[config.mk]
export PLATFORM = sky130hd
export DESIGN_NAME = dkong_bus_hold
export DESIGN_NICKNAME = d
export VERILOG_FILES = /design/src/rtl/dkong_pkg.sv /design/src/rtl/dkong_bus_hold_mux.sv /design/src/rtl/dkong_bus_hold.sv
export SDC_FILE = /design/constraint.sdc
export NUM_CORES = 1
export LEC_CHECK = 0
export ABC_AREA = 1
export ABC_CLOCK_PERIOD_IN_PS = 2100
export CAP_MARGIN = 40
export CORE_MARGIN = 3
export CORE_UTILIZATION = 34
export DETAILED_ROUTE_END_ITERATION = 12
export PLACE_DENSITY = 0.92
export SYNTH_ARGS = -nofsm -noshare
export SYNTH_HDL_FRONTEND = slang
export SYNTH_SLANG_ARGS = --single-unit
[constraint.sdc]
create_clock -name I_CLK -period 2.1 [get_ports I_CLK]
set_input_delay 0.315 -clock I_CLK [delete_from_list [all_inputs] [get_ports I_CLK]]
set_output_delay 0.315 -clock I_CLK [all_outputs]
set_load 0.01 [all_outputs]
[src/rtl/dkong_pkg.sv]
// rtl/dkong_pkg.sv - shared state encoding and default constants for the bus-hold arbiter
package dkong_pkg;

  // Bus ownership phases of the sprite-DMA hold handshake
  typedef enum logic [2:0] {
    ST_IDLE    = 3'd0,
    ST_REQ     = 3'd1,
    ST_SETTLE  = 3'd2,
    ST_GRANT   = 3'd3,
    ST_RELEASE = 3'd4
  } hold_state_t;

  localparam logic [2:0]  DKONG_SETTLE_CYC_DEF  = 3'd1;
  localparam logic [11:0] DKONG_TIMEOUT_CYC_DEF = 12'hFFF;

  // The DMA side owns the sprite-RAM buses only while the grant is held
  function automatic logic is_dma_owner(input hold_state_t s);
    return (s == ST_GRANT);
  endfunction

endpackage

[src/rtl/dkong_bus_hold_mux.sv]
// rtl/dkong_bus_hold_mux.sv - combinational CPU/DMA select for the work-RAM and sprite-RAM buses
module dkong_bus_hold_mux
  import dkong_pkg::*;
(
  input  logic [2:0] i_state,
  input  logic [9:0] i_cpu_a,
  input  logic [7:0] i_cpu_do,
  input  logic       i_cpu_we,
  input  logic [9:0] i_dma_as,
  input  logic [9:0] i_dma_ad,
  input  logic [7:0] i_dma_dd,
  input  logic       i_dma_ces,
  input  logic       i_dma_ced,
  output logic [9:0] o_src_a,
  output logic       o_src_ce,
  output logic [9:0] o_dst_a,
  output logic [7:0] o_dst_d,
  output logic       o_dst_we
);

  logic w_dma_sel;

  assign w_dma_sel = is_dma_owner(hold_state_t'(i_state));

  // Route DMA buses during grant, otherwise CPU buses with DMA chip enables masked off
  always_comb begin
    o_src_a  = i_cpu_a;
    o_src_ce = 1'b0;
    o_dst_a  = i_cpu_a;
    o_dst_d  = i_cpu_do;
    o_dst_we = i_cpu_we;
    if (w_dma_sel) begin
      o_src_a  = i_dma_as;
      o_src_ce = i_dma_ces;
      o_dst_a  = i_dma_ad;
      o_dst_d  = i_dma_dd;
      o_dst_we = i_dma_ced;
    end
  end

endmodule

[src/rtl/dkong_bus_hold.sv]
// rtl/dkong_bus_hold.sv - Z80 bus-hold arbiter for sprite DMA; optional ack timeout via DKONG_HOLD_TIMEOUT_EN
module dkong_bus_hold
  import dkong_pkg::*;
#(
  parameter logic [2:0]  SETTLE_CYC  = DKONG_SETTLE_CYC_DEF,
  parameter logic [11:0] TIMEOUT_CYC = DKONG_TIMEOUT_CYC_DEF
) (
  input  logic       I_CLK,
  input  logic       I_RSTn,
  input  logic       I_CLK_EN,
  input  logic       I_HRQ,
  output logic       O_HLDA,
  output logic       O_CPU_BUSRQn,
  input  logic       I_CPU_BUSAKn,
  input  logic [9:0] I_CPU_A,
  input  logic [7:0] I_CPU_DO,
  input  logic       I_CPU_WE,
  input  logic [9:0] I_DMA_AS,
  input  logic [9:0] I_DMA_AD,
  input  logic [7:0] I_DMA_DD,
  input  logic       I_DMA_CES,
  input  logic       I_DMA_CED,
  output logic [9:0] O_SRC_A,
  output logic       O_SRC_CE,
  output logic [9:0] O_DST_A,
  output logic [7:0] O_DST_D,
  output logic       O_DST_WE,
  output logic       O_HOLD_ERR
);

  hold_state_t r_state;
  logic        r_hlda;
  logic        r_busrq_n;
  logic [2:0]  r_settle_cnt;
  logic        w_to_fire;

`ifdef DKONG_HOLD_TIMEOUT_EN
  logic [11:0] r_to_cnt;
  logic        r_hold_err;

  // Timeout fires on the enabled edge that completes TIMEOUT_CYC cycles waiting in REQ with no ack
  assign w_to_fire = (r_state == ST_REQ) && I_HRQ && I_CPU_BUSAKn &&
                     (r_to_cnt == 12'(TIMEOUT_CYC - 12'd1));

  // Count enabled cycles spent in REQ; cleared whenever REQ is not the current state
  always_ff @(posedge I_CLK or negedge I_RSTn) begin
    if (!I_RSTn) begin
      r_to_cnt <= 12'd0;
    end else if (I_CLK_EN) begin
      if (r_state == ST_REQ) begin
        r_to_cnt <= r_to_cnt + 12'd1;
      end else begin
        r_to_cnt <= 12'd0;
      end
    end
  end

  // Sticky error flag; only reset clears it
  always_ff @(posedge I_CLK or negedge I_RSTn) begin
    if (!I_RSTn) begin
      r_hold_err <= 1'b0;
    end else if (I_CLK_EN && w_to_fire) begin
      r_hold_err <= 1'b1;
    end
  end

  assign O_HOLD_ERR = r_hold_err;
`else
  logic w_unused_timeout;

  assign w_to_fire        = 1'b0;
  assign w_unused_timeout = ^TIMEOUT_CYC;
  assign O_HOLD_ERR       = 1'b0;
`endif

  // Hold handshake FSM with registered HLDA and BUSRQn
  always_ff @(posedge I_CLK or negedge I_RSTn) begin
    if (!I_RSTn) begin
      r_state      <= ST_IDLE;
      r_hlda       <= 1'b0;
      r_busrq_n    <= 1'b1;
      r_settle_cnt <= 3'd0;
    end else if (I_CLK_EN) begin
      case (r_state)
        ST_IDLE: begin
          if (I_HRQ) begin
            r_state   <= ST_REQ;
            r_busrq_n <= 1'b0;
          end
        end
        ST_REQ: begin
          if (!I_HRQ || w_to_fire) begin
            r_state   <= ST_RELEASE;
            r_busrq_n <= 1'b1;
          end else if (!I_CPU_BUSAKn) begin
            r_state      <= ST_SETTLE;
            r_settle_cnt <= 3'(SETTLE_CYC - 3'd1);
          end
        end
        ST_SETTLE: begin
          if (!I_HRQ) begin
            r_state   <= ST_RELEASE;
            r_busrq_n <= 1'b1;
          end else if (r_settle_cnt == 3'd0) begin
            r_state <= ST_GRANT;
            r_hlda  <= 1'b1;
          end else begin
            r_settle_cnt <= r_settle_cnt - 3'd1;
          end
        end
        ST_GRANT: begin
          // Normal end of DMA, or the CPU withdrew its ack while we still held the bus
          if (!I_HRQ || I_CPU_BUSAKn) begin
            r_state   <= ST_RELEASE;
            r_hlda    <= 1'b0;
            r_busrq_n <= 1'b1;
          end
        end
        ST_RELEASE: begin
          if (I_CPU_BUSAKn) begin
            r_state <= ST_IDLE;
          end
        end
        default: begin
          r_state   <= ST_IDLE;
          r_hlda    <= 1'b0;
          r_busrq_n <= 1'b1;
        end
      endcase
    end
  end

  assign O_HLDA       = r_hlda;
  assign O_CPU_BUSRQn = r_busrq_n;

  dkong_bus_hold_mux u_mux (
    .i_state   (r_state),
    .i_cpu_a   (I_CPU_A),
    .i_cpu_do  (I_CPU_DO),
    .i_cpu_we  (I_CPU_WE),
    .i_dma_as  (I_DMA_AS),
    .i_dma_ad  (I_DMA_AD),
    .i_dma_dd  (I_DMA_DD),
    .i_dma_ces (I_DMA_CES),
    .i_dma_ced (I_DMA_CED),
    .o_src_a   (O_SRC_A),
    .o_src_ce  (O_SRC_CE),
    .o_dst_a   (O_DST_A),
    .o_dst_d   (O_DST_D),
    .o_dst_we  (O_DST_WE)
  );

endmodule

==> impl_metrics.tcl <==
set metrics [dict create \
    status "finished, final reports clean" \
    via_count 1451 \
    peakVddDrop_mv 0.660 \
    cap_violations 0 \
    routed_wl_microns 4130 \
    yosys_warnings 0 \
    overflow 0 \
    max_clock_freq_ghz 0.479 \
    maxUsedRoutingLayer "met4" \
    hp-class "in2async" \
    path_clk_slew_ns 0.05 \
    period_share 0.994 \
    met3_length_microns 433 \
    cts-root-buf "clkbuf_4" \
    worstSkewPairLatency_ns 0.26 \
    syn_nets 238 \
    finalHoldViolations 0 \
    worstPathArrival_ns 1.77 \
    antenna_found_initial 0 \
    io_buffers 85 \
    syn_area_per_cell_sq_um 5.31 \
    r2r_end "r_state[1]" \
    p_per_area_nw_per_um2 669 \
    fin_hold_ws_ns 0.345 \
    dpl.hpwl_microns 3240 \
    fillers 200 \
    synth.yosys.seq_area_share 0.209 \
    dr_wl_met2_microns 2030 \
    grt_usage 0.208 \
    dieHeight_microns 59.3 \
    setup_viol_count_final 0 \
    r2r-start "r_state[1]" \
    reg2reg_setup_slack_ns 0.73 \
    crit_fanout 9 \
    clock_sinks 8 \
    cts_tree "built" \
    rows 18 \
    drc 0 \
    cts_max_path_buffers 2 \
    skew_ns 0.00446 \
    seqCellArea_sq_um 205 \
    reg2reg_depth 9 \
    final_common_cell "nand2_1" \
    cp-startpoint "r_state[1]" \
    ios 87 \
    drtPass1Iterations 4 \
    final_cell_mix "112 x nand2_1, 73 x clkdlybuf4s50_1, 14 x inv_1" \
    layout-drive-gt1-share 0.0989 \
    worstSetupStartpointType "register" \
    grt_max_degree 21 \
    grt_pass1_vias 1217 \
    initialDrtViolationCount 63 \
    fin_nets 330 \
    die_area_sq_um 3520 \
    synth-seq-cells 8 \
    start_util 0.373 \
    stdcell_area_sq_um 1970 \
    slew_violations 0 \
    synth_cells 182 \
    leakagePower_nw 1.10 \
    end_kind "primary output" \
    core_area_sq_um 2590 \
    gp_congestion 0.974 \
    cts-htree-levels 1 \
    rsz0062_at_grt "yes" \
    fin_crit_ns 2.09 \
    die_x_microns 59.3 \
    numCtsBuffers 3 \
    ys_types 19 \
    multiInputGateArea_sq_um 677 \
    synth_area_sq_um 966 \
    criticalPathCategory "reg2out" \
    ant_nets 0 \
    met1Wirelength_microns 1590 \
    cts_hold_buf 0 \
    wire_per_inst_microns 13.6 \
    via_per_inst 4.79 \
    dp.cells 294 \
    dpl-instance-area_sq_um 1850 \
    antennaDiodeCount 0 \
    grt_pass1_wl_microns 5640 \
    required_ns 1.78 \
    syn2layout_area_growth_pct 103 \
    stdcell_count 303 \
]
==> where the power goes <==
part           internal [mW]  switching [mW]  leakage, nW
Combinational          0.456           0.466        0.980
Sequential             0.214          0.0529        0.100
Clock                 0.0727          0.0529       0.0150
Total                  0.743           0.572         1.10
==> repair_timing <==
item,4_1_cts,5_1_grt
gates cloned,0,1
buffers inserted,0,4
resized for setup,5,17
setup endpoints to repair,30,30
==> per-layer routing <==
metal / track usage / vias to the layer above
li1: - / 737
met1: 0.253 / 643
met2: 0.357 / 64
met3: 0.0392 / 7
met4: 0.0841 / 0
met5: 0 / -
==> critical path, cell delays in order, from the launching register on <==
cell and delay, ns:
dfrtp_2 0.40, nand2_1 0.10, nor2_4 0.15, buf_4 0.20, nand2_1 0.07, nand2_1 0.05
clkdlybuf4s50_1 0.55
==> logic make-up after synthesis <==
family	synth area share
buffers and inverters	0.101
other	0.00388
and+or+nand+nor	0.650
AOI/OAI and AO/OA	0.0104
DFF	0.209
adders and majority gates	0.0259
==> worst max-delay path by stage <==
stage | to | slack, ns | cells past startpoint
floorplan | O_DST_A[0] | 0.77 | 6
global placement | O_DST_A[1] | 0.22 | 6
detailed placement | O_DST_A[5] | 0.19 | 6
CTS | O_DST_A[5] | 0.007 | 6
global route | O_SRC_A[0] | -0.04 | 6
finish | O_SRC_A[6] | 0.01 | 6
==> cell type report <==
cell class                 count  area share
multi-input combinational    153       0.344
clock buffer                   4      0.0134
inverter                      15      0.0299
tap                           30      0.0191
timing repair buffer          93       0.489
sequential                     8       0.104
==> metrics by stage <==
stage / setup slack [ns] / setup TNS (ns) / utilization / power, mW
6_report: 0.0131 / 0 / 0.759 / 1.31
5_1_grt: -0.0399 / -0.346 / 0.759 / 1.43
4_1_cts: 0.00690 / 0 / 0.729 / 1.27
3_5_place_dp: 0.191 / 0 / 0.714 / 1.13
3_3_place_gp: 0.222 / 0 / 0.714 / 1.12
2_1_floorplan: 0.768 / 0 / - / 0.718
==> cells in the mapped netlist <==
cell,instances,area (sq um)
dfrtp_1,7,175
nand3b_1,1,7.51
buf_4,2,15.0
inv_2,1,3.75
nand3_1,8,40.0
inv_1,14,52.6
ha_1,2,25.0
nand2_2,1,6.26
nor2_2,4,25.0
buf_2,3,15.0
nand4_1,5,31.3
o21ai_0,2,10.0
nor2_1,12,45.0
conb_1,1,3.75
nand3_2,3,30.0
buf_6,1,11.3
nand2_1,112,420
dfstp_2,1,26.3
nor2_4,2,22.5
==> state kept, by name, indices dropped and copies added (netlist names) <==
name          flops
r_settle_cnt      3
r_state           3
O_CPU_BUSRQn      1
O_HLDA            1
Note: power is estimated with default switching activity, not from simulation.
